`config.mk`:
```
export PLATFORM = sky130hd
export DESIGN_NAME = mod_counter
export DESIGN_NICKNAME = d
export VERILOG_FILES = /design/src/rtl/counter_pkg.sv /design/src/rtl/mod_counter_prescaler.sv /design/src/rtl/mod_counter.sv
export SDC_FILE = /design/constraint.sdc
export NUM_CORES = 1
export LEC_CHECK = 0
export CELL_PAD_IN_SITES_DETAIL_PLACEMENT = 0
export CELL_PAD_IN_SITES_GLOBAL_PLACEMENT = 1
export CORE_AREA = 2 2 69 71
export DETAILED_ROUTE_END_ITERATION = 8
export DIE_AREA = 0 0 71 73
export PLACE_DENSITY = 0.81
export SYNTH_ARGS = -nofsm -noshare
export SYNTH_HDL_FRONTEND = slang
export SYNTH_HIERARCHICAL = 1
export SYNTH_SLANG_ARGS = --single-unit
```
`constraint.sdc`:
```
create_clock -name Clk -period 6.5 [get_ports Clk]
set_input_delay 1.95 -clock Clk [delete_from_list [all_inputs] [get_ports Clk]]
set_output_delay 1.95 -clock Clk [all_outputs]
set_load 0.01 [all_outputs]
```
`src/rtl/counter_pkg.sv`:
```
// Shared constants and helpers for the modulo counter slice.
package counter_pkg;

  localparam bit CNT_WRAP = 1'b0;
  localparam bit CNT_SAT  = 1'b1;

  // Bits needed to hold values 0..v-1; callers guarantee v >= 2.
  function automatic int clog2(input longint unsigned v);
    longint unsigned x;
    int r;
    r = 0;
    x = v - 64'd1;
    while (x > 0) begin
      r++;
      x = x >> 1;
    end
    return r;
  endfunction

endpackage

```
`src/rtl/mod_counter_prescaler.sv`:
```
// Enable prescaler: raises Tick on every DIV-th enabled cycle.
module prescaler
  import counter_pkg::*;
#(
  parameter int DIV = 1
) (
  input  logic Clk,
  input  logic Clr,
  input  logic En,
  input  logic Sync_clr,
  output logic Tick
);

  generate
    if (DIV == 1) begin : g_bypass
      logic unused_pre;
      assign unused_pre = ^{Clk, Clr, Sync_clr};
      assign Tick = En;
    end else begin : g_div
      localparam int PW = clog2(DIV);
      localparam logic [PW-1:0] LAST = PW'(DIV - 1);
      logic [PW-1:0] p;

      assign Tick = En & (p == LAST);

      always_ff @(posedge Clk) begin
        if (!Clr)          p <= '0;
        else if (Sync_clr) p <= '0;
        else if (En)       p <= Tick ? '0 : p + 1'b1;
      end
    end
  endgenerate

endmodule

```
`src/rtl/mod_counter.sv`:
```
// Up/down modulo-N counter with load clamp, prescaled enable, wrap/saturate bound.
module mod_counter
  import counter_pkg::*;
#(
  parameter int              WIDTH    = 16,
  parameter longint unsigned MODULUS  = 64'd1 << WIDTH,
  parameter int              PRESCALE = 1,
  parameter bit              SATURATE = CNT_WRAP
) (
  input  logic             Clk,
  input  logic             Clr,
  input  logic             En,
  input  logic             Up,
  input  logic             Load,
  input  logic [WIDTH-1:0] D,
  output logic [WIDTH-1:0] Q,
  output logic             TC,
  output logic             Wrap
);

  // Top count expressed in WIDTH bits; all-ones when MODULUS == 2**WIDTH.
  localparam logic [WIDTH-1:0] MAX_Q = WIDTH'(MODULUS - 64'd1);

  logic             tick;
  logic [WIDTH-1:0] bound;
  logic             at_bound;

  prescaler #(.DIV(PRESCALE)) u_pre (
    .Clk      (Clk),
    .Clr      (Clr),
    .En       (En),
    .Sync_clr (Load),
    .Tick     (tick)
  );

  assign bound    = Up ? MAX_Q : '0;
  assign at_bound = (Q == bound);
  assign TC       = En & tick & at_bound;

  always_ff @(posedge Clk) begin
    if (!Clr) begin
      Q    <= '0;
      Wrap <= 1'b0;
    end else if (Load) begin
      Q    <= (D > MAX_Q) ? MAX_Q : D;
      Wrap <= 1'b0;
    end else if (tick) begin
      if (at_bound) begin
        if (SATURATE != CNT_SAT) Q <= Up ? '0 : MAX_Q;
        Wrap <= 1'b1;
      end else begin
        Q    <= Up ? Q + 1'b1 : Q - 1'b1;
        Wrap <= 1'b0;
      end
    end else begin
      Wrap <= 1'b0;
    end
  end

endmodule
```
==> results.py, run 1 <==
metrics = {
    "worst_setup_path": {
        "cp-end-kind": "output port",
        "arrival_ns": 4.35,
        "r2r_start": "Q[0]",
        "cp.required_ns": 4.55,
        "r2r_cells": 8,
        "crit_fanout": 16,
        "crit_type": "in2out",
        "start_kind": "primary input",
        "crit_start": "Up",
    },
    "detailed_routing": {
        "dr.pass1.iters": 4,
        "antenna_left": 0,
        "via_count": 1800,
        "first_iter_violations": 154,
        "wl_mm": 5.023,
        "drc": 0,
        "wl_per_cell_um": 15.70,
        "routed_via_density": 5.625,
    },
    "global_routing": {
        "antenna_found_initial": 0,
        "grt_pass1_wl_mm": 8.300,
        "grt_max_degree": 20,
        "first_global_vias": 1665,
        "grt_usage": 0.2017,
        "grt_remaining_overflow": 0,
    },
    "logic_synthesis": {
        "yosys-top-cells-area": "dfxtp_1 (20%), ha_1 (10%), a21oi_1 (6.3%), o21ai_0 (6.3%), nor3_1 (4.5%)",
        "synth_area_per_cell_um2": 7.396,
        "synthFlopType": "dfxtp_1",
        "synthArstFlopShare": 0,
        "synth_edf_count": 0,
        "syn_area_um2": 1672,
        "yosysTopAreaCell": "dfxtp_1",
        "synth_top_area_frac": 0.2036,
        "ys_warn_count": 6,
        "yosysSeqAreaShare": 0.2036,
        "syn-num-nets": 262,
        "synth-seq-cells": 17,
        "synthDistinctLibCells": 48,
        "synth_cells": 226,
        "ys_top_cells_by_count": "a21oi_1 (21), o21ai_0 (21), dfxtp_1 (17), nand2_1 (17), nor2_1 (17)",
    },
    "layout": {
        "syn_to_final_growth_pct": 32.93,
        "antennaDiodeCount": 0,
        "final_nets": 303,
        "fillers": 460,
        "drive_gt1_frac": 0.1053,
        "post-route-util": 0.4899,
    },
    "power": {
        "p_comb_frac": 0.482,
        "powerDensity_nw_per_um2": 185.7,
        "p_int_uw": 255.3,
        "power.share.clock": 0.208,
        "ir_worst_vdd_mv": 0.09889,
        "leakagePower_uw": 0.0009339,
        "p_sw_uw": 157.4,
        "seqPwrFrac": 0.310,
        "p_sw_frac": 0.3813,
    },
    "clock_network": {
        "clk_latency_ns": 0.26,
        "cts_tree": "done",
        "clockRootBuffer": "clkbuf_8",
        "cts_buffer_depth": 2,
        "cts_buffers": 3,
        "h-tree-depth": 1,
        "path_clk_slew_ns": 0.08,
        "cts_sinks": 17,
    },
    "timing": {
        "slew_headroom": 0.5076,
        "drv_slew": 0,
        "setup_viol": 0,
        "skew_ns": 0.003836,
        "fin_crit_ns": 6.297,
        "rsz0062_at_grt": "no",
        "hold_viol_final": 0,
        "fin_crit_sh": 0.9688,
        "fmax_mhz": 158.8,
        "fin_tns_setup_ns": 0,
        "tightest_slew_ns": 0.7363,
    },
    "floorplanning": {
        "dieArea_um2": 5183,
        "rows": 25,
        "coreArea_um2": 4536,
        "die_x_um": 71,
        "initial_core_util": 0.3686,
        "die_h_um": 73,
        "ioPinCount": 39,
    },
    "placement": {
        "io_buffers": 38,
        "hpwl_mm": 3.850,
        "globalplace.congestion": 0.9204,
    },
    "worst_hold_path": {
        "min_from": "Q[1]",
        "hold_class": "reg2reg",
        "min_path_cells": 2,
    },
    "run": {
        "cap_violations": 0,
    },
    "run_status": {
        "status": "finished clean",
    },
}
[area by class of cell]
cell class | instances | area, um2 | share of cell area
clock buffers | 3 | 41.29 | 0.01858
clock inverters | 1 | 5.005 | 0.002252
inverters | 10 | 41.29 | 0.01858
multi-input cells | 184 | 1236 | 0.5563
flip-flops and latches | 17 | 340.3 | 0.1532
well taps | 54 | 67.56 | 0.03041
repair buffers | 51 | 490.5 | 0.2207
[routing by layer]
layer  vias to the layer above  share of wire  global-route usage
li1                        915              -                   -
met5                         -              0                   0
met4                         0         0.0052             0.04403
met3                         2          0.046             0.02901
met2                        43           0.49              0.3593
met1                       840           0.46              0.2592
[sequential cells by signal (all words and copies together) (netlist names)]
register,flops
Wrap,1
Q,16
[path summary, 6_finish.rpt]
kind         slack, ns     to
min reg2reg       0.60   Q[1]
min               0.60   Q[1]
max               0.20     TC
max reg2reg       4.06  Q[14]
[worst max-delay path: stages]
cell and delay, ns:
clkdlybuf4s50_1 0.52, clkinvlp_4 0.11, buf_12 0.16, ha_1 0.32
nand4_2 0.18, nor4_4 0.40, nand2_4 0.07, nor2_1 0.11
clkdlybuf4s50_1 0.54
[cell families after synthesis]
family | count (synthesis) | synth area share
adders and majority gates | 15 | 0.1168
xor gates and xnor gates | 8 | 0.04191
muxes | 3 | 0.01796
and+or+nand+nor | 80 | 0.2463
buffers and inverters | 25 | 0.06436
DFF | 17 | 0.2036
AOI/OAI and AO/OA | 78 | 0.3091
[what timing repair did]
action                                  CTS  global route
endpoints found under the setup margin    0             1
resized for setup                         0             2
hold buffers                              0             0
setup buffers                             0             1
hold endpoints to repair                  0             0
[power groups by stage]
stage	combinational, uW	sequential, uW	clock, uW
floorplan	121	131	0
global placement	194	130	0
detailed placement	194	130	0
CTS	196	128	88.5
global route	219	129	94.3
finish	199	128	85.8
[cells in the final DEF (no fill, tap or decap), types with 2 or more instances in the layout]
master / n
a211oi_1: 3
a21o_1: 4
a21oi_1: 21
a221oi_1: 2
a31oi_1: 3
and3_1: 3
buf_4: 12
clkbuf_8: 3
clkdlybuf4s50_1: 38
dfxtp_1: 17
ha_1: 13
inv_1: 8
mux2i_1: 3
nand2_1: 17
nand2b_1: 2
nand3_1: 9
nand4_1: 7
nor2_1: 17
nor3_1: 15
o211a_1: 4
o211ai_1: 4
o21a_1: 5
o21ai_0: 21
o21bai_1: 2
or3_1: 2
xnor2_1: 4
xor2_1: 4
[metrics by stage]
step                setup slack (ns)  hold slack, ns  instance area, um2  instances  total power (uW)
floorplan                     0.9376          0.5789                1672        226             252.6
global placement              0.1108          0.5850                2140        315             324.2
detailed placement           0.09232          0.5860                2140        315             324.7
CTS                          0.08292          0.5994                2186        319             412.1
global route                 0.06514          0.6464                2222        320             443.0
finish                        0.2027          0.5980                2222        320             412.7
Power figures use the tool's default switching activity.
==> run 2, diff against run 1 <==
--- a/config.mk
+++ b/config.mk
@@ -10,6 +10,7 @@
 export CORE_AREA = 2 2 69 71
 export DETAILED_ROUTE_END_ITERATION = 8
 export DIE_AREA = 0 0 71 73
+export MAX_ROUTING_LAYER = met4
 export PLACE_DENSITY = 0.81
 export SYNTH_ARGS = -nofsm -noshare
 export SYNTH_HDL_FRONTEND = slang
==> results.py, run 2 (same netlist as run 1, synthesis figures left out) <==
metrics = {
    "run_status": {
        "status": "finished clean",
    },
    "timing": {
        "hold_viol_final": 0,
        "fin_crit_ns": 6.288,
        "fmax_mhz": 159.0,
        "tightest_slew_ns": 0.7585,
        "rsz0062_at_grt": "no",
        "drv_slew": 0,
        "fin_crit_sh": 0.9674,
        "skew_ns": 0.003049,
        "slew_headroom": 0.4927,
        "fin_tns_setup_ns": 0,
        "setup_viol": 0,
    },
    "detailed_routing": {
        "antenna_left": 0,
        "wl_per_cell_um": 15.85,
        "dr.pass1.iters": 4,
        "wl_mm": 5.087,
        "drc": 0,
        "via_count": 1801,
        "first_iter_violations": 91,
        "routed_via_density": 5.611,
    },
    "global_routing": {
        "grt_pass1_wl_mm": 8.466,
        "first_global_vias": 1751,
        "grt_usage": 0.2116,
        "antenna_found_initial": 0,
        "grt_remaining_overflow": 0,
        "grt_max_degree": 20,
    },
    "layout": {
        "post-route-util": 0.4888,
        "drive_gt1_frac": 0.1086,
        "antennaDiodeCount": 0,
        "layout_common_cells": "clkdlybuf4s50_1 (38), a21oi_1 (21), o21ai_0 (21)",
        "top_register": "Q",
        "fillers": 455,
        "reg_top3": "Q (16), Wrap (1)",
        "layout_commonest_cell": "clkdlybuf4s50_1",
        "syn_to_final_growth_pct": 32.63,
        "largest_register_ffs": 16,
        "final_nets": 304,
    },
    "placement": {
        "globalplace.congestion": 0.9323,
        "hpwl_mm": 3.786,
        "io_buffers": 38,
    },
    "worst_setup_path": {
        "arrival_ns": 4.34,
        "crit_type": "in2out",
        "crit_fanout": 7,
        "start_kind": "primary input",
        "crit_buf_inv": 4,
        "cp.required_ns": 4.55,
        "crit_path_top_delay_cell": "clkdlybuf4s50_1",
        "cp-end-kind": "output port",
        "cp_cell_sequence": "clkdlybuf4s50_1 -> clkinvlp_4 -> buf_4 -> ha_1 -> nand4_2 -> nor4_4 -> nand2_4 -> nor2_1 -> clkdlybuf4s50_1",
        "slowest_delay_ns": 0.54,
        "cp_top_family": "buffers and inverters",
        "critPathMostFrequentCell": "clkdlybuf4s50_1",
    },
    "floorplanning": {
        "die_x_um": 71,
        "die_h_um": 73,
        "ioPinCount": 39,
        "dieArea_um2": 5183,
        "rows": 25,
        "initial_core_util": 0.3686,
        "coreArea_um2": 4536,
    },
    "worst_hold_path": {
        "hold_class": "reg2reg",
    },
    "clock_network": {
        "cts_buffer_depth": 2,
        "h-tree-depth": 1,
        "clockRootBuffer": "clkbuf_8",
        "clk_latency_ns": 0.26,
        "cts_tree": "done",
        "cts_buffers": 3,
        "path_clk_slew_ns": 0.07,
        "cts_sinks": 17,
    },
    "run": {
        "cap_violations": 0,
    },
    "power": {
        "leakagePower_uw": 0.0009341,
        "ir_worst_vdd_mv": 0.08283,
        "powerDensity_nw_per_um2": 186.1,
    },
}
[run 2: cell types whose count changed in the layout (fill, tap and decap cells not counted), sizes merged]
cell  before  now
buf       13   14
[run 2: metal layers]
metal  global-route usage  wire length (um)  part of all wire  up-vias
met2               0.3666              2452              0.48       42
met3              0.01796               167             0.033        9
met1               0.2625              2381              0.47      836
met5                    -                 0                 0        -
li1                     -                 -                 -      914
met4              0.06499                87             0.017        0
[run 2: per-stage QoR]
stage               std cells  worst slack (ns)  cell area [um2]  hold WS, ns  total power (uW)
floorplan                 226            0.9376             1672       0.5789             252.6
global placement          315            0.1228             2140       0.5862             323.9
detailed placement        315            0.1282             2140       0.5729             323.7
CTS                       319            0.1139             2186       0.5882             409.8
global route              321           0.05378             2217       0.6681             439.9
finish                    321            0.2122             2217       0.5861             412.6
[run 2: path summary, 6_finish.rpt]
path	startpoint	end	slack (ns)	cells after the start
setup reg to reg	Q[0]	Q[14]	4.10	8
setup / recovery	Up	TC	0.21	9
hold / removal	Q[1]	Q[1]	0.59	2
hold reg to reg	Q[1]	Q[1]	0.59	2
[run 2: worst reg2reg max path: cells and delay by family, from the launching register on]
kind	cells	cell delay (ns)
fa+ha+maj	1	0.48
simple gates	1	0.26
compound gates	5	1.00
buf+inv	1	0.10
flops	1	0.47
[run 2: final cells by class]
cell class	count	area, um2	area share
multi-input cells	184	1236	0.5576
repair buffers	52	485.5	0.2190
flip-flops and latches	17	340.3	0.1535
well taps	54	67.56	0.03047
clock buffers	3	41.29	0.01862
inverters	10	41.29	0.01862
clock inverters	1	5.005	0.002257
[run 2: power breakdown]
| part | switching [uW] | leakage (uW) | internal (uW) |
|---|---|---|---|
| registers | 12.4 | 0.000142 | 115 |
| clock network | 43.6 | 0.0000255 | 42.8 |
| logic | 102 | 0.000767 | 96.9 |
[run 2: timing repair]
item                       CTS  global route
setup buffers                0             2
setup endpoints to repair    0             1
hold buffers                 0             0
resized for setup            0             2
==> run 3, diff against run 2 <==
--- a/config.mk
+++ b/config.mk
@@ -12,6 +12,7 @@
 export DIE_AREA = 0 0 71 73
 export MAX_ROUTING_LAYER = met4
 export PLACE_DENSITY = 0.81
+export SKIP_LAST_GASP = 1
 export SYNTH_ARGS = -nofsm -noshare
 export SYNTH_HDL_FRONTEND = slang
 export SYNTH_HIERARCHICAL = 1
==> results of run 3 <==
Same layout as run 2: the final DEF is identical, and so are final timing and power.
